<file path="src/rtl/puf_cr_engine.sv">
// puf_cr_engine: PUF challenge/response sequencer.
// Gray-codes a challenge, majority-votes NVOTE samples, hands word to TX.
module puf_cr_engine #(
  parameter int unsigned WIDTH         = 16,
  parameter int unsigned SETTLE        = 4,
  parameter int unsigned NVOTE         = 3,
  parameter logic [63:0] CHECK_PATTERN = 64'h1234
) (
  input  logic             clk,
  input  logic             rst,
  input  logic             chal_valid,
  input  logic [WIDTH-1:0] chal_bin,
  output logic             chal_ready,
  input  logic             check,
  output logic [WIDTH-1:0] puf_chal,
  output logic             puf_trig,
  input  logic [WIDTH-1:0] puf_resp,
  output logic             tx_start,
  output logic [WIDTH-1:0] tx_data,
  input  logic             tx_done,
  output logic             busy
);

  localparam int unsigned CW = $clog2(NVOTE + 1);
  localparam int unsigned SW = $clog2(SETTLE + 1);
  localparam logic [WIDTH-1:0] CHK = WIDTH'(CHECK_PATTERN);

  typedef enum logic [2:0] {
    S_IDLE,
    S_ARM,
    S_SETTLE,
    S_SAMPLE,
    S_SEND
  } state_t;

  state_t state_q;
  state_t state_d;

  logic [SW-1:0]            settle_q;
  logic [CW-1:0]            eval_q;
  logic [WIDTH-1:0][CW-1:0] cnt_q;
  logic [WIDTH-1:0]         vote;
  logic                     sent_q;
  logic                     accept;
  logic                     last;

  // A tie-free majority needs an odd number of votes.
  if ((NVOTE % 2) == 0) begin : g_even_nvote
    $error("puf_cr_engine: NVOTE must be odd");
  end

  assign chal_ready = (state_q == S_IDLE);
  assign busy       = ~chal_ready;
  assign accept     = chal_valid & chal_ready;
  assign puf_trig   = (state_q == S_ARM);
  assign tx_start   = (state_q == S_SEND) & ~sent_q;
  assign last       = (32'(eval_q) + 32'd1) >= NVOTE;

  // Majority including the sample currently on puf_resp.
  always_comb begin
    vote = '0;
    for (int i = 0; i < WIDTH; i++) begin
      vote[i] = (32'(cnt_q[i]) + 32'(puf_resp[i])) > (NVOTE / 2);
    end
  end

  // Next-state decode.
  always_comb begin
    state_d = state_q;
    unique case (state_q)
      S_IDLE:   if (accept) state_d = check ? S_SEND : S_ARM;
      S_ARM:    state_d = S_SETTLE;
      S_SETTLE: if (settle_q <= SW'(1)) state_d = S_SAMPLE;
      S_SAMPLE: state_d = last ? S_SEND : S_ARM;
      S_SEND:   if (tx_done) state_d = S_IDLE;
      default:  state_d = S_IDLE;
    endcase
  end

  // State register.
  always_ff @(posedge clk or posedge rst) begin
    if (rst) state_q <= S_IDLE;
    else     state_q <= state_d;
  end

  // Challenge, settle timer, vote tallies and TX word.
  always_ff @(posedge clk or posedge rst) begin
    if (rst) begin
      settle_q <= '0;
      eval_q   <= '0;
      cnt_q    <= '0;
      sent_q   <= 1'b0;
      puf_chal <= '0;
      tx_data  <= '0;
    end else begin
      sent_q <= (state_q == S_SEND);
      if (accept) begin
        puf_chal <= chal_bin ^ (chal_bin >> 1);
        eval_q   <= '0;
        cnt_q    <= '0;
        if (check) tx_data <= CHK;
      end
      if (state_q == S_ARM) settle_q <= SW'(SETTLE);
      if (state_q == S_SETTLE) settle_q <= settle_q - SW'(1);
      if (state_q == S_SAMPLE) begin
        eval_q <= eval_q + CW'(1);
        for (int i = 0; i < WIDTH; i++) begin
          cnt_q[i] <= cnt_q[i] + CW'(puf_resp[i]);
        end
        if (last) tx_data <= vote;
      end
    end
  end

endmodule
</file>
<file path="config.mk">
export PLATFORM = sky130hd
export DESIGN_NAME = puf_cr_engine
export DESIGN_NICKNAME = d
export VERILOG_FILES = /design/src/rtl/puf_cr_engine.sv
export SDC_FILE = /design/constraint.sdc
export NUM_CORES = 1
export LEC_CHECK = 0
export BUFFER_PORTS_ARGS = -buffer_cell sky130_fd_sc_hd__buf_2
export CORE_ASPECT_RATIO = 1.1
export CORE_UTILIZATION = 49
export CTS_BUF_LIST = sky130_fd_sc_hd__clkbuf_4 sky130_fd_sc_hd__clkbuf_8 sky130_fd_sc_hd__clkbuf_16
export DETAILED_ROUTE_END_ITERATION = 8
export PLACE_DENSITY = 0.86
export SLEW_MARGIN = 20
export SYNTH_ARGS = -nofsm -noshare
export SYNTH_HDL_FRONTEND = slang
export SYNTH_SLANG_ARGS = --single-unit
</file>
<file path="constraint.sdc">
create_clock -name clk -period 1.8 [get_ports clk]
set_clock_uncertainty 0.05 [all_clocks]
set_input_delay 0.09 -clock clk [delete_from_list [all_inputs] [get_ports clk]]
set_output_delay 0.09 -clock clk [all_outputs]
set_load 0.02 [all_outputs]
</file>
==> reports/results.txt <==
CTS tree - yes
maximum vdd drop - 0.997 mV
chip height - 90.5 um
synth top area cells - dfrtp_1, ha_1, a22o_1
WP data required - 1.94 ns
Post-synth EDFFs - 0
power consumption - 7.04 mW
Placed Area - 4000 um2
row cnt - 31
area growth from synthesis to layout - 24.6%
most frequent cell after synthesis - dfrtp_1
first-pass GRT wire length - 11400 um
dpl ws - 0.117 ns
startpoint types - flop
Worst-path clk slew - 0.07 ns
Worst path depth - 4
fin nets - 469
main flop type after synthesis - dfrtp_1
clk sinks - 73
antenna cells - 0
commonest cells in the netlist - dfrtp_1, inv_1, ha_1
RSZ-0062 raised after global routing - no
Min-Delay Path Class - in2reg
post-synth top area share - 52.3%
syn nets - 381
max incr delay on CP - 0.69 ns
layout cells sized above 1 - 26.1%
Post-CTS Setup Inserts - 0
CP max-delay cell - o21ai_1
IO Port Bufs - 72
Crit. End Element - flop
Power Dens Cells - 1620 nW/um2
H-tree depth - 3
synthesized area - 3490 um2
Clk Latency, worst-skew pair - 0.34 ns
drt pass-1 iters - 4
MaxCap Viol Count - 0
Starting Density - 51.7%
Die X - 82.5 um
routed len/inst - 14.4 um
R2R depth - 4
largest net degree at the start of global routing - 55
final setup vio count - 0
Routed WL - 6910 um
post-route cell area - 4350 um2
Lkg Pwr - 2.13 nW
routability cong. - 0.826
synth unique cells - 30
Final Hold Fails - 0
die area - 7470 um2
Iter 0 DRT Violations - 104
worst slew pin tran - 0.854 ns
clock buffer count from CTS - 9
share of synthesized registers carrying an async set or reset - 100%
CTS root buf - clkbuf_8
Final Cycle Share - 95.5%
Final WS setup - 0.0813 ns
hold depth - 3
ANT nets after route - 0
DRC - 0
status - finished, final reports clean
cell accounting for the most synthesized area - dfrtp_1
Synth Instances - 306
routed via count - 2512
Synth Register Bits - 73
Max FO, Critical Path - 10
post-synthesis sequential area ratio - 52.3%
dpl hpwl - 4610 um
kind of critical path - reg2reg
deepest clock path buffer count - 2
GRT Total Usage - 20.4%
max frequency - 0.582 GHz
crit-path cells - inv_1, ha_1, o21ai_1, o2bb2ai_1
DR vias/cell - 5.22
critical path's top delay family - compound AO/OA/AOI/OAI gates
Slew Limit Fails - 0
Max transition margin - 42.7%
# IOs - 73
WP data arrival - 1.86 ns
initial antenna violation count - 0
vias in the first global route - 2547
Congestion Overflow GR - 0
core footprint - 6750 um2
synth warn - 0
Buf/Inv on CP - 1
setup_tns - 0 ns
Final min period - 1.72 ns
Syn Area/Cell - 11.4 um2
==> per-stage QoR <==
stage | instances | util [%] | hold WS, ns
after floorplan | 306 | - | 0.148
after global placement | 453 | 59.3 | 0.0724
after detailed placement | 453 | 59.3 | 0.0787
after CTS | 481 | 64.4 | 0.00176
after global routing | 481 | 64.4 | 0.0208
final | 481 | 64.4 | 0.0138
==> state kept, by name, summed over array words and instances (netlist names) <==
name      cells
cnt_q        32
eval_q        2
puf_chal     16
sent_q        1
settle_q      3
state_q       3
tx_data      16
==> cells in the final DEF, fill, tap and decap left out, types with 5 or more instances in the layout <==
master / count
buf_2: 72
inv_1: 43
o21ai_0: 7
dlygate4sd3_1: 12
xnor2_1: 16
o2bb2ai_1: 11
ha_1: 38
a21oi_1: 21
dfrtp_1: 72
a22oi_1: 5
a22o_1: 33
clkbuf_8: 10
nor2_1: 21
==> final timing paths <==
check,from,to,slack [ns]
max in group asynchronous,rst,state_q[0]$_DFFE_PP0P_,0.83
setup reg to reg,eval_q[0]$_DFFE_PP0P_,tx_data[11]$_DFF_PP0_,0.08
hold / removal,chal_bin[9],puf_chal[8]$_DFFE_PP0N_,0.01
min in group asynchronous,rst,puf_chal[3]$_DFFE_PP0N_,0.24
hold reg to reg,tx_data[7]$_DFF_PP0_,tx_data[7]$_DFF_PP0_,0.44
setup / recovery,eval_q[0]$_DFFE_PP0P_,tx_data[11]$_DFF_PP0_,0.08
==> timing repair <==
| item | in CTS | in global routing |
|---|---|---|
| hold buffers | 12 | 0 |
| resized for setup | 0 | 2 |
| endpoints found under the setup margin | 0 | 1 |
| hold endpoints to repair | 29 | 0 |
==> metal layers <==
metal  wire length (um)  up-vias  track usage [%]
met2               3290       82             32.7
met1               3070     1190             25.4
met5                  0        -                0
met4                106        0             7.02
li1                   -     1228                -
met3                439       12             6.57
==> cell type report <==
type / count / area [um2]
well taps: 82 / 103
repair buffers: 92 / 591
multi-input cells: 174 / 1440
inverters: 44 / 169
clock inverters: 5 / 78.8
flip-flops and latches: 73 / 1830
fillers: 534 / 2400
clock buffers: 11 / 145
==> worst min-delay path, delay by kind of cell <==
family,cells,cell delay (ns)
buffers and inverters,1,0.10
AO/OA/AOI/OAI,1,0.06
XOR/XNOR,1,0.11
==> kinds of logic after synthesis <==
logic type / count (synthesis) / synth area share, %
AO/OA/AOI/OAI: 82 / 17.4
flip-flops: 73 / 52.3
buffers and inverters: 59 / 6.63
adder cells (fa/ha/maj): 38 / 13.6
AND/OR/NAND/NOR: 36 / 5.38
XOR/XNOR: 16 / 4.01
multiplexers: 2 / 0.645
==> power by group <==
part | switching, mW | total, mW | leakage (nW) | internal [mW]
Sequential | 0.396 | 2.66 | 0.923 | 2.27
Combinational | 1.66 | 2.94 | 1.09 | 1.28
Clock | 0.602 | 1.43 | 0.117 | 0.832
Total | 2.65 | 7.04 | 2.13 | 4.38
No activity file was read; power rests on OpenSTA's default activity.
